$ cat src/rtl/clk_div_sched.sv
// clk_div_sched: programmable divided-clock scheduler.
//
// Derives clk_out from clk with a run-time reloadable half-period. A new
// half-period is swapped in only on a clk_out toggle edge, so no phase is ever
// truncated. Supports free-run, burst (N full periods) and a graceful stop that
// always completes a started high phase.
//
// Ports
//   clk, reset          system clock, async active-high reset
//   enable              run request (level)
//   burst_mode          1 = burst, 0 = free-run (sampled at start)
//   burst_len [BW]      full clk_out periods per burst (sampled at start)
//   half_in [CW], load  load strobe captures half_in as pending half-period
//   load_ack            pulse on the cycle cur_half takes the pending value
//   cur_half [CW]       half-period in effect
//   clk_out             divided clock (registered)
//   tick                pulse aligned with the first high cycle of clk_out
//   busy                running or finishing a stop
//   done                pulse when a burst completes
module clk_div_sched #(
  parameter int CW           = 8,
  parameter int DEFAULT_HALF = 6,
  parameter int BW           = 16
) (
  input  logic          clk,
  input  logic          reset,
  input  logic          enable,
  input  logic          burst_mode,
  input  logic [BW-1:0] burst_len,
  input  logic [CW-1:0] half_in,
  input  logic          load,
  output logic          load_ack,
  output logic [CW-1:0] cur_half,
  output logic          clk_out,
  output logic          tick,
  output logic          busy,
  output logic          done
);

  // A zero half-period would never toggle; clamp to 1 everywhere.
  localparam logic [CW-1:0] RST_HALF = (DEFAULT_HALF == 0) ? CW'(1) : CW'(DEFAULT_HALF);

  typedef enum logic [1:0] {
    S_IDLE,
    S_RUN,
    S_STOP
  } state_e;

  typedef struct packed {
    logic          mode;
    logic [BW-1:0] len;
  } burst_cfg_t;

  state_e        state_q, state_d;
  logic [CW-1:0] cnt_q, cnt_d;
  logic [CW-1:0] half_q, half_d;
  logic [CW-1:0] pval_q, pval_d;
  logic          pend_q, pend_d;
  logic [BW-1:0] bcnt_q, bcnt_d;
  burst_cfg_t    cfg_q, cfg_d;
  logic          armed_q, armed_d;
  logic          clk_q, clk_d;
  logic          tick_q, tick_d;
  logic          ack_q, ack_d;
  logic          done_q, done_d;

  logic [CW-1:0] half_in_c;
  logic          toggle;
  logic          apply;

  assign half_in_c = (half_in == '0) ? CW'(1) : half_in;
  assign toggle    = (cnt_q == half_q - CW'(1));

  always_comb begin
    state_d = state_q;
    cnt_d   = cnt_q;
    half_d  = half_q;
    pval_d  = pval_q;
    pend_d  = pend_q;
    bcnt_d  = bcnt_q;
    cfg_d   = cfg_q;
    armed_d = armed_q;
    clk_d   = clk_q;
    tick_d  = 1'b0;
    ack_d   = 1'b0;
    done_d  = 1'b0;
    apply   = 1'b0;

    unique case (state_q)
      S_IDLE: begin
        cnt_d = '0;
        clk_d = 1'b0;
        // A load in flight is applied before a run may start, so the run
        // always begins with the newest half-period.
        if (pend_q) begin
          apply = 1'b1;
        end else if (enable && armed_q && !load) begin
          state_d    = S_RUN;
          cfg_d.mode = burst_mode;
          cfg_d.len  = burst_len;
          bcnt_d     = '0;
        end
        if (!enable) armed_d = 1'b1;
      end

      S_RUN: begin
        if (!enable && !clk_q) begin
          // Low phase: stop right away, never emit another rising edge.
          state_d = S_IDLE;
          cnt_d   = '0;
        end else if (cfg_q.mode && (cfg_q.len == '0)) begin
          state_d = S_IDLE;
          cnt_d   = '0;
          done_d  = 1'b1;
          armed_d = 1'b0;
        end else begin
          // High phase with enable gone: keep counting until the fall.
          if (!enable) state_d = S_STOP;
          if (toggle) begin
            cnt_d = '0;
            clk_d = ~clk_q;
            apply = pend_q;
            if (!clk_q) begin
              tick_d = 1'b1;
            end else if (!enable) begin
              state_d = S_IDLE;
            end else begin
              bcnt_d = bcnt_q + BW'(1);
              if (cfg_q.mode && (bcnt_d == cfg_q.len)) begin
                state_d = S_IDLE;
                done_d  = 1'b1;
                armed_d = 1'b0;
              end
            end
          end else begin
            cnt_d = cnt_q + CW'(1);
          end
        end
      end

      S_STOP: begin
        // Only the falling toggle can occur here.
        if (toggle) begin
          cnt_d   = '0;
          clk_d   = 1'b0;
          apply   = pend_q;
          state_d = S_IDLE;
        end else begin
          cnt_d = cnt_q + CW'(1);
        end
      end

      default: state_d = S_IDLE;
    endcase

    // Apply the old pending value first; a load on the same edge then
    // becomes the new pending value.
    if (apply) begin
      half_d = pval_q;
      ack_d  = 1'b1;
      pend_d = 1'b0;
    end
    if (load) begin
      pend_d = 1'b1;
      pval_d = half_in_c;
    end
  end

  always_ff @(posedge clk or posedge reset) begin
    if (reset) begin
      state_q <= S_IDLE;
      cnt_q   <= '0;
      half_q  <= RST_HALF;
      pval_q  <= RST_HALF;
      pend_q  <= 1'b0;
      bcnt_q  <= '0;
      cfg_q   <= '0;
      armed_q <= 1'b1;
      clk_q   <= 1'b0;
      tick_q  <= 1'b0;
      ack_q   <= 1'b0;
      done_q  <= 1'b0;
    end else begin
      state_q <= state_d;
      cnt_q   <= cnt_d;
      half_q  <= half_d;
      pval_q  <= pval_d;
      pend_q  <= pend_d;
      bcnt_q  <= bcnt_d;
      cfg_q   <= cfg_d;
      armed_q <= armed_d;
      clk_q   <= clk_d;
      tick_q  <= tick_d;
      ack_q   <= ack_d;
      done_q  <= done_d;
    end
  end

  assign clk_out  = clk_q;
  assign tick     = tick_q;
  assign load_ack = ack_q;
  assign done     = done_q;
  assign cur_half = half_q;
  assign busy     = (state_q != S_IDLE);

endmodule

$ cat config.mk
export PLATFORM = sky130hd
export DESIGN_NAME = clk_div_sched
export DESIGN_NICKNAME = d
export VERILOG_FILES = /design/src/rtl/clk_div_sched.sv
export SDC_FILE = /design/constraint.sdc
export NUM_CORES = 1
export LEC_CHECK = 0
export BUFFER_PORTS_ARGS = -buffer_cell sky130_fd_sc_hd__buf_2
export CAP_MARGIN = 20
export CELL_PAD_IN_SITES_DETAIL_PLACEMENT = 0
export CELL_PAD_IN_SITES_GLOBAL_PLACEMENT = 1
export CORE_MARGIN = 2
export CORE_UTILIZATION = 44
export DETAILED_ROUTE_END_ITERATION = 10
export PLACE_DENSITY_LB_ADDON = 0.1
export SYNTH_ARGS = -nofsm -noshare
export SYNTH_HDL_FRONTEND = slang
export SYNTH_SLANG_ARGS = --single-unit
$ cat constraint.sdc
create_clock -name clk -period 7.3 [get_ports clk]
set_clock_uncertainty 0.15 [all_clocks]
set_input_delay 0.365 -clock clk [delete_from_list [all_inputs] [get_ports clk]]
set_output_delay 0.365 -clock clk [all_outputs]
set_load 0.05 [all_outputs]
# Yosys cells after proc, flatten, opt, wreduce, memory -nomap -nowiden
# Cells that the tools add are included.
[op_classes]
addsub = 3
n_eq_ne = 17
muxes = 57
n_bitwise = 2
n_reduce_logical = 20
[ops]
columns = ["cell", "n"]
rows = [
  ["$mux 16", 7],
  ["$mux 8", 4],
  ["$pmux 16 s2", 1],
  ["$mux 1", 30],
  ["$pmux 8 s3", 1],
  ["$mux 2", 10],
  ["$ne 2x2->1 const B", 9],
  ["$add 16x1->16 const B", 1],
  ["$eq 16x16->1", 1],
  ["$logic_not 16->1", 1],
  ["$ne 3x3->1 const B", 4],
  ["$add 8x1->8 const B", 1],
  ["$eq 8x8->1", 1],
  ["$logic_not 8->1", 1],
  ["$reduce_and 8->1", 1],
  ["$sub 8x1->8 const B", 1],
  ["$reduce_and 7->1", 1],
  ["$pmux 1 s3", 2],
  ["$pmux 2 s3", 1],
  ["$reduce_and 3->1", 2],
  ["$reduce_bool 2->1", 3],
  ["$logic_and 1x1->1", 5],
  ["$reduce_and 5->1", 1],
  ["$logic_not 1->1", 3],
  ["other kinds (6)", 7],
]
[totals]
reg_bits = 65
input_bits = 29
output_inout_bits = 13
elab_cells = 112

# Logic depth before layout (Yosys ltp)
# Gate-level depths: netlist of run 1.
[depth]
word_depth = 10
depth_mapped = 11
ltp_nobuf = 9

# Worst setup path before layout of run 1
# No wires, ideal clock.
[synth_timing]
kind = "reg2reg"
start = "register half_q[0] (netlist: cur_half[0])"
end = "register bcnt_q[6]"
setup_ns = 0.126
arrival_ns = 3.016
required_ns = 7.024
path_slack_ns = 4.008
path_stages_with_launch = 11
n_path_buf = 1
period_less_slack_ns = 3.292
cell_sequence = "dfrtp_1 -> inv_1 -> ha_1 -> or3b_1 -> nor3_1 -> xnor2_1 -> or4_4 -> or3_1 -> buf_2 -> o311a_1 -> a221o_1"
[synth_via]
elab_chain_len = 4
[synth_lines]
columns = ["element", "line", "text"]
rows = [
  ["from (decl)", "56", "logic [CW-1:0] half_q, half_d;"],
  ["from (signal assigned)", "186", "half_q <= half_d;"],
  ["$sub 8x1->8", "72", "assign toggle = (cnt_q == half_q - CW'(1));"],
  ["$eq 8x8->1", "72", ""],
  ["$ne 2x2->1 (no source line)", "--", ""],
  ["$reduce_and 8->1 (no source line)", "--", ""],
  ["to (signal assigned)", "189", "bcnt_q <= bcnt_d;"],
  ["to (decl)", "59", "logic [BW-1:0] bcnt_q, bcnt_d;"],
]
# No other way between the ends.
# A chain may end at the register's enable or synchronous reset.

# Worst setup path after layout of run 1
# Same ends and word-level chain as after synthesis.

==> impl_metrics.yaml, run 1 <==
sta:
  finalSetupViolations: 0
  whs_ps: 98.0
  rsz0062_at_grt: "no"
  period_needed_ps: 3550
  finalHoldViolCount: 0
  tns_ps: 0
  tightest_slew_ps: 938
  period_share_pct: 48.6
  fmax_ghz: 0.282
  slew_viol_final: 0
  setup_ws_ps: 3750
  relSlewSlack_pct: 36.6
clock_tree:
  post_cts_resize_count: 0
  root_buffer: "clkbuf_8"
  cts_setup_buffers: 0
  clock_latency_ps: 340
  htree_levels: 3
  cts.sinks: 65
  path_clk_slew_ps: 80
  postCtsHoldBufs: 0
  cts_buffers: 9
  cts_tree: "yes"
  clk_path_buf_depth: 2
placed_design:
  place.gp.congestion: 0.839
  place_ws_ps: 3770
  place_area_mm2: 0.00424
  portBuffers: 41
  dp_hpwl_mm: 6.61
finish:
  final_nets: 482
  diodes: 0
  final_area_mm2: 0.00443
  final_cell_mix: "dfrtp_1 (60), buf_2 (41), mux2_2 (32)"
  syn_to_final_growth_pct: 11.6
  fin_util_pct: 50.7
  layout_commonest_cell: "dfrtp_1"
  drive_above_1_share_pct: 23.1
synth:
  ys_ff_latch: 65
  yosys.area.top_type: "dfrtp_1"
  ys_types: 60
  synth_edf_count: 0
  synth_top_area_share_pct: 37.9
  syn-num-nets: 451
  yosys_warnings: 0
  syn_area_mm2: 0.00397
  seq_area_frac_synth_pct: 41.2
  syn_avg_cell_area_um2: 9.55
  syn_inst: 415
  synth_flop_cell: "dfrtp_1"
  async_flop_share_pct: 100
  synth_area_leaders: "dfrtp_1 (38%), mux2_2 (9.1%), xnor2_1 (4.4%)"
worst_hold_path:
  hold_class: "input pin to flip-flop"
run_status:
  status: "finished clean"
global_route:
  antenna_found_initial: 0
  first_global_vias: 2986
  grt_max_degree: 66
  grt_pass1_wl_mm: 15.6
  gr-total-overflow: 0
  grt_usage_pct: 19.9
routing:
  wirelength_met1_mm: 4.96
  drtPass1Iterations: 4
  routed_wl_mm: 9.34
  vias: 3263
  wl_met2_mm: 3.78
  first_iter_violations: 164
  route.detailed.drc: 0
  top_layer: "met4"
  drtAntennaViolNets: 0
  routedWlPerCell_um: 16.7
  viasPerCell: 5.84
  dr_wl_met3_um: 464
flow_run:
  drv_cap: 0
pwr:
  power.density_mw_per_mm2: 379
  p_leak_nw: 1.82
  ir_worst_vdd_mv: 0.205
worst_setup_path:
  cp-start-kind: "flip-flop"
  r2r-end: "bcnt_q[6]$_DFFE_PP0P_"
  cp-endpoint: "bcnt_q[6]$_DFFE_PP0P_"
  worstPathRequired_ps: 7370
  cp_max_fo: 19
  rr_worst_depth: 9
  reg2reg_from: "cur_half[0]$_DFFE_PP0P_"
  critPathCaptureType: "flip-flop"
  path_class: "flip-flop to flip-flop"
  worstSetupStartpoint: "cur_half[0]$_DFFE_PP0P_"
  reg2reg_slack_ps: 3750
  crit_arrival_ps: 3620
floorplan:
  die_w_um: 98.9
  num_io_pins: 42
  die_area_mm2: 0.00979
  fp.coreArea_mm2: 0.00872
  num_rows: 34
  die_h_um: 98.9
  start_util_pct: 45.5
Yosys cell counts (all sizes together), types with 3 or more instances:
master	number
nand2	30
xnor2	20
a21oi	10
ha	7
or4	3
nor3	14
a21o	5
clkbuf	21
o311a	3
a31oi	5
o211ai	10
nand3b	7
nand3	25
o21ai	14
nor3b	7
o221ai	5
buf	4
mux2	32
inv	19
dfstp	5
a211oi	3
o311ai	4
nand4b	3
nor4	11
nand4	8
a221o	3
nor2	20
and4	3
or3	9
and2	4
xor2	8
dfrtp	60
and3	4
flip-flops by register name, summed over array words and instances, names as in the netlist:
name	count
cfg_q	17
bcnt_q	16
cnt_q	8
cur_half	8
pval_q	8
state_q	2
armed_q	1
clk_out	1
done	1
load_ack	1
pend_q	1
tick	1
power breakdown:
part	total [mW]	switching (mW)	leakage (nW)	internal [mW]
registers	0.607	0.137	0.818	0.470
clock network	0.300	0.142	0.0933	0.157
logic	0.769	0.458	0.907	0.311
total	1.68	0.737	1.82	0.939
cells by family after synthesis:
group | share of synthesized area, %
simple gates | 22.2
compound gates | 14.4
flops | 41.2
buf+inv | 4.26
mux | 9.59
xor+xnor | 6.19
fa+ha+maj | 2.21
cell type report:
| cell class | instances | area, µm² |
|---|---|---|
| clock buffer | 11 | 131 |
| clock inverter | 5 | 56.3 |
| fill | 814 | 4300 |
| inverter | 19 | 71.3 |
| multi-input combinational | 306 | 2160 |
| sequential | 65 | 1630 |
| tap | 108 | 135 |
| timing repair buffer | 45 | 235 |
how the worst min path moves through the flow:
| stage | slack, ps | end | depth (start not counted) | startpoint |
|---|---|---|---|---|
| final | 100 | cfg_q[4]$_DFFE_PP0P_ | 2 | burst_len[4] |
| after global routing | 90 | cfg_q[9]$_DFFE_PP0P_ | 2 | burst_len[9] |
| after CTS | 90 | cfg_q[4]$_DFFE_PP0P_ | 2 | burst_len[4] |
| after detailed placement | 350 | pend_q$_DFFE_PP0P_ | 1 | pend_q$_DFFE_PP0P_ |
| after global placement | 340 | pend_q$_DFFE_PP0P_ | 1 | pend_q$_DFFE_PP0P_ |
| after floorplan | 320 | pend_q$_DFFE_PP0P_ | 1 | pend_q$_DFFE_PP0P_ |
routing by layer:
| layer | GRT usage [%] | vias up |
|---|---|---|
| met1 | 32.1 | 1566 |
| met4 | 6.74 | 0 |
| met5 | 0 | - |
| met2 | 26.4 | 87 |
| met3 | 3.33 | 10 |
| li1 | - | 1600 |
through the flow:
step / total power, mW / std cells
after floorplan: 1.19 / 415
after global placement: 1.38 / 543
after detailed placement: 1.39 / 543
after CTS: 1.69 / 559
after global routing: 1.80 / 559
final: 1.68 / 559
critical path: stages, from the launching register on:
cell     delay (ps)
dfrtp_1         450
inv_1            80
ha_1            170
or3b_1          370
nor3_1          200
xnor2_1         100
or4_4           610
or3_1           650
o311a_1         400
a221o_1         250
Note: power is estimated with default switching activity, not from simulation.
==> run 2, diff against run 1 <==
CORE_UTILIZATION = 41   (was 44)
clock period = 2.9 ns   (was 7.3 ns; I/O delays follow)
==> impl_metrics.yaml, run 2 (synthesis gave the netlist of run 1 again) <==
routing:
  viasPerCell: 5.46
  drtPass1Iterations: 4
  routed_wl_mm: 10.8
  vias: 3553
  drtAntennaViolNets: 0
  route.detailed.drc: 0
  first_iter_violations: 167
  routedWlPerCell_um: 16.6
global_route:
  use_met1_pct: 33.1
  use_met3_pct: 3.49
  grt_util_met2_pct: 31.6
  grt_max_degree: 40
  first_global_vias: 3426
  grt_pass1_wl_mm: 17.4
  grt_usage_pct: 21.8
  antenna_found_initial: 0
  top_usage_layer: "met1"
  gr-total-overflow: 0
sta:
  relSlewSlack_pct: 65.6
  setup_ws_ps: -99.7
  period_needed_ps: 3000
  tns_ps: -414
  tightest_slew_ps: 515
  fmax_ghz: 0.333
  period_share_pct: 103
  finalSetupViolations: 12
  slew_viol_final: 0
  finalHoldViolCount: 0
  whs_ps: 23.2
  rsz0062_at_grt: "yes"
finish:
  multi_input_area_mm2: 0.00238
  final_nets: 553
  largestRegisters: "cfg_q (17), bcnt_q (16)"
  largest_reg_flops: 17
  largest_register: "cfg_q"
  syn_to_final_growth_pct: 33.9
  stdcell_count: 651
  final_cell_mix: "dfrtp_1 (59), buf_4 (42), buf_2 (41)"
  fillers: 827
  fin_util_pct: 56.9
  drive_above_1_share_pct: 33.9
  layout_commonest_cell: "dfrtp_1"
  seqCellArea_mm2: 0.00163
  final_area_mm2: 0.00531
  diodes: 0
run_status:
  violations: "negative setup slack"
  status: "finished, violations left"
placed_design:
  place.gp.congestion: 0.840
  place_ws_ps: -168
  place_area_mm2: 0.00460
  dp_hpwl_mm: 7.63
  portBuffers: 41
  dp.cells: 602
pwr:
  comb_power_share_pct: 52.0
  p_sw_share_pct: 44.5
  clkPwrFrac_pct: 16.6
  p_leak_nw: 2.22
  ir_worst_vdd_mv: 0.660
  intPower_mw: 2.66
  sequentialPowerShare_pct: 31.5
  total_power_mw: 4.79
  power.density_mw_per_mm2: 901
  p_switching_mw: 2.13
worst_setup_path:
  reg2reg_from: "cur_half[0]$_DFFE_PP0P_"
  worstSetupStartpoint: "cur_half[0]$_DFFE_PP0P_"
  worstPathRequired_ps: 2980
  crit_arrival_ps: 3080
  path_class: "flip-flop to flip-flop"
  cp_max_fo: 5
  cp-start-kind: "flip-flop"
  critPathCaptureType: "flip-flop"
  rr_worst_depth: 7
clock_tree:
  path_clk_slew_ps: 80
  cts_buffers: 9
  clock_latency_ps: 350
  clk_path_buf_depth: 2
  cts.sinks: 65
  htree_levels: 3
  root_buffer: "clkbuf_8"
  cts_tree: "yes"
floorplan:
  die_area_mm2: 0.0105
  fp.coreArea_mm2: 0.00933
  die_h_um: 102
  die_w_um: 102
  num_io_pins: 42
  start_util_pct: 42.5
  num_rows: 35
worst_hold_path:
  hold-path-cell-count: 2
  hp-start: "load"
  hold_class: "input pin to flip-flop"
flow_run:
  drv_cap: 0
==> run 2: worst max-delay path: stages, from the launching register on <==
cell	delay, ps
dfrtp_2	430
or4_4	550
nor4_4	290
nor4_2	80
or4_4	440
or3_4	390
o311a_1	300
a221o_1	250
==> run 2: routing by layer <==
layer / up-vias / wire length (µm)
met2: 79 / 4670
li1: 1758 / -
met5: - / 0
met1: 1704 / 5580
met4: 0 / 145
met3: 12 / 379
==> run 2: timing repair <==
item	CTS	global route
resized for setup	18	26
hold endpoints to repair	48	0
endpoints found under the setup margin	30	35
cloned	0	1
pin swaps	4	11
setup buffers	2	4
hold buffers	26	0
==> run 2: layout make-up <==
type / count / area share (%)
repair buffers: 115 / 16.2
inverters: 19 / 1.34
well taps: 129 / 3.04
clock buffers: 9 / 2.33
flip-flops and latches: 65 / 30.8
multi-input cells: 307 / 44.9
clock inverters: 7 / 1.44
==> run 2: power groups by stage <==
stage	registers, mW	logic (mW)	clock network (mW)
final	1.51	2.49	0.793
after global routing	1.55	2.71	0.866
after CTS	1.49	2.36	0.818
after detailed placement	1.50	2.27	0
after global placement	1.49	2.24	0
after floorplan	1.67	1.38	0
==> run 2: worst paths after layout <==
| check | endpoint | slack (ps) |
|---|---|---|
| setup / recovery | bcnt_q[6]$_DFFE_PP0P_ | -100 |
| hold / removal | pval_q[0]$_DFFE_PP0P_ | 20 |
| setup reg to reg | bcnt_q[6]$_DFFE_PP0P_ | -100 |
| hold reg to reg | pval_q[5]$_DFFE_PP0P_ | 360 |
| max in group asynchronous | armed_q$_DFFE_PP1P_ | 1610 |
| min in group asynchronous | cfg_q[16]$_DFFE_PP0P_ | 220 |
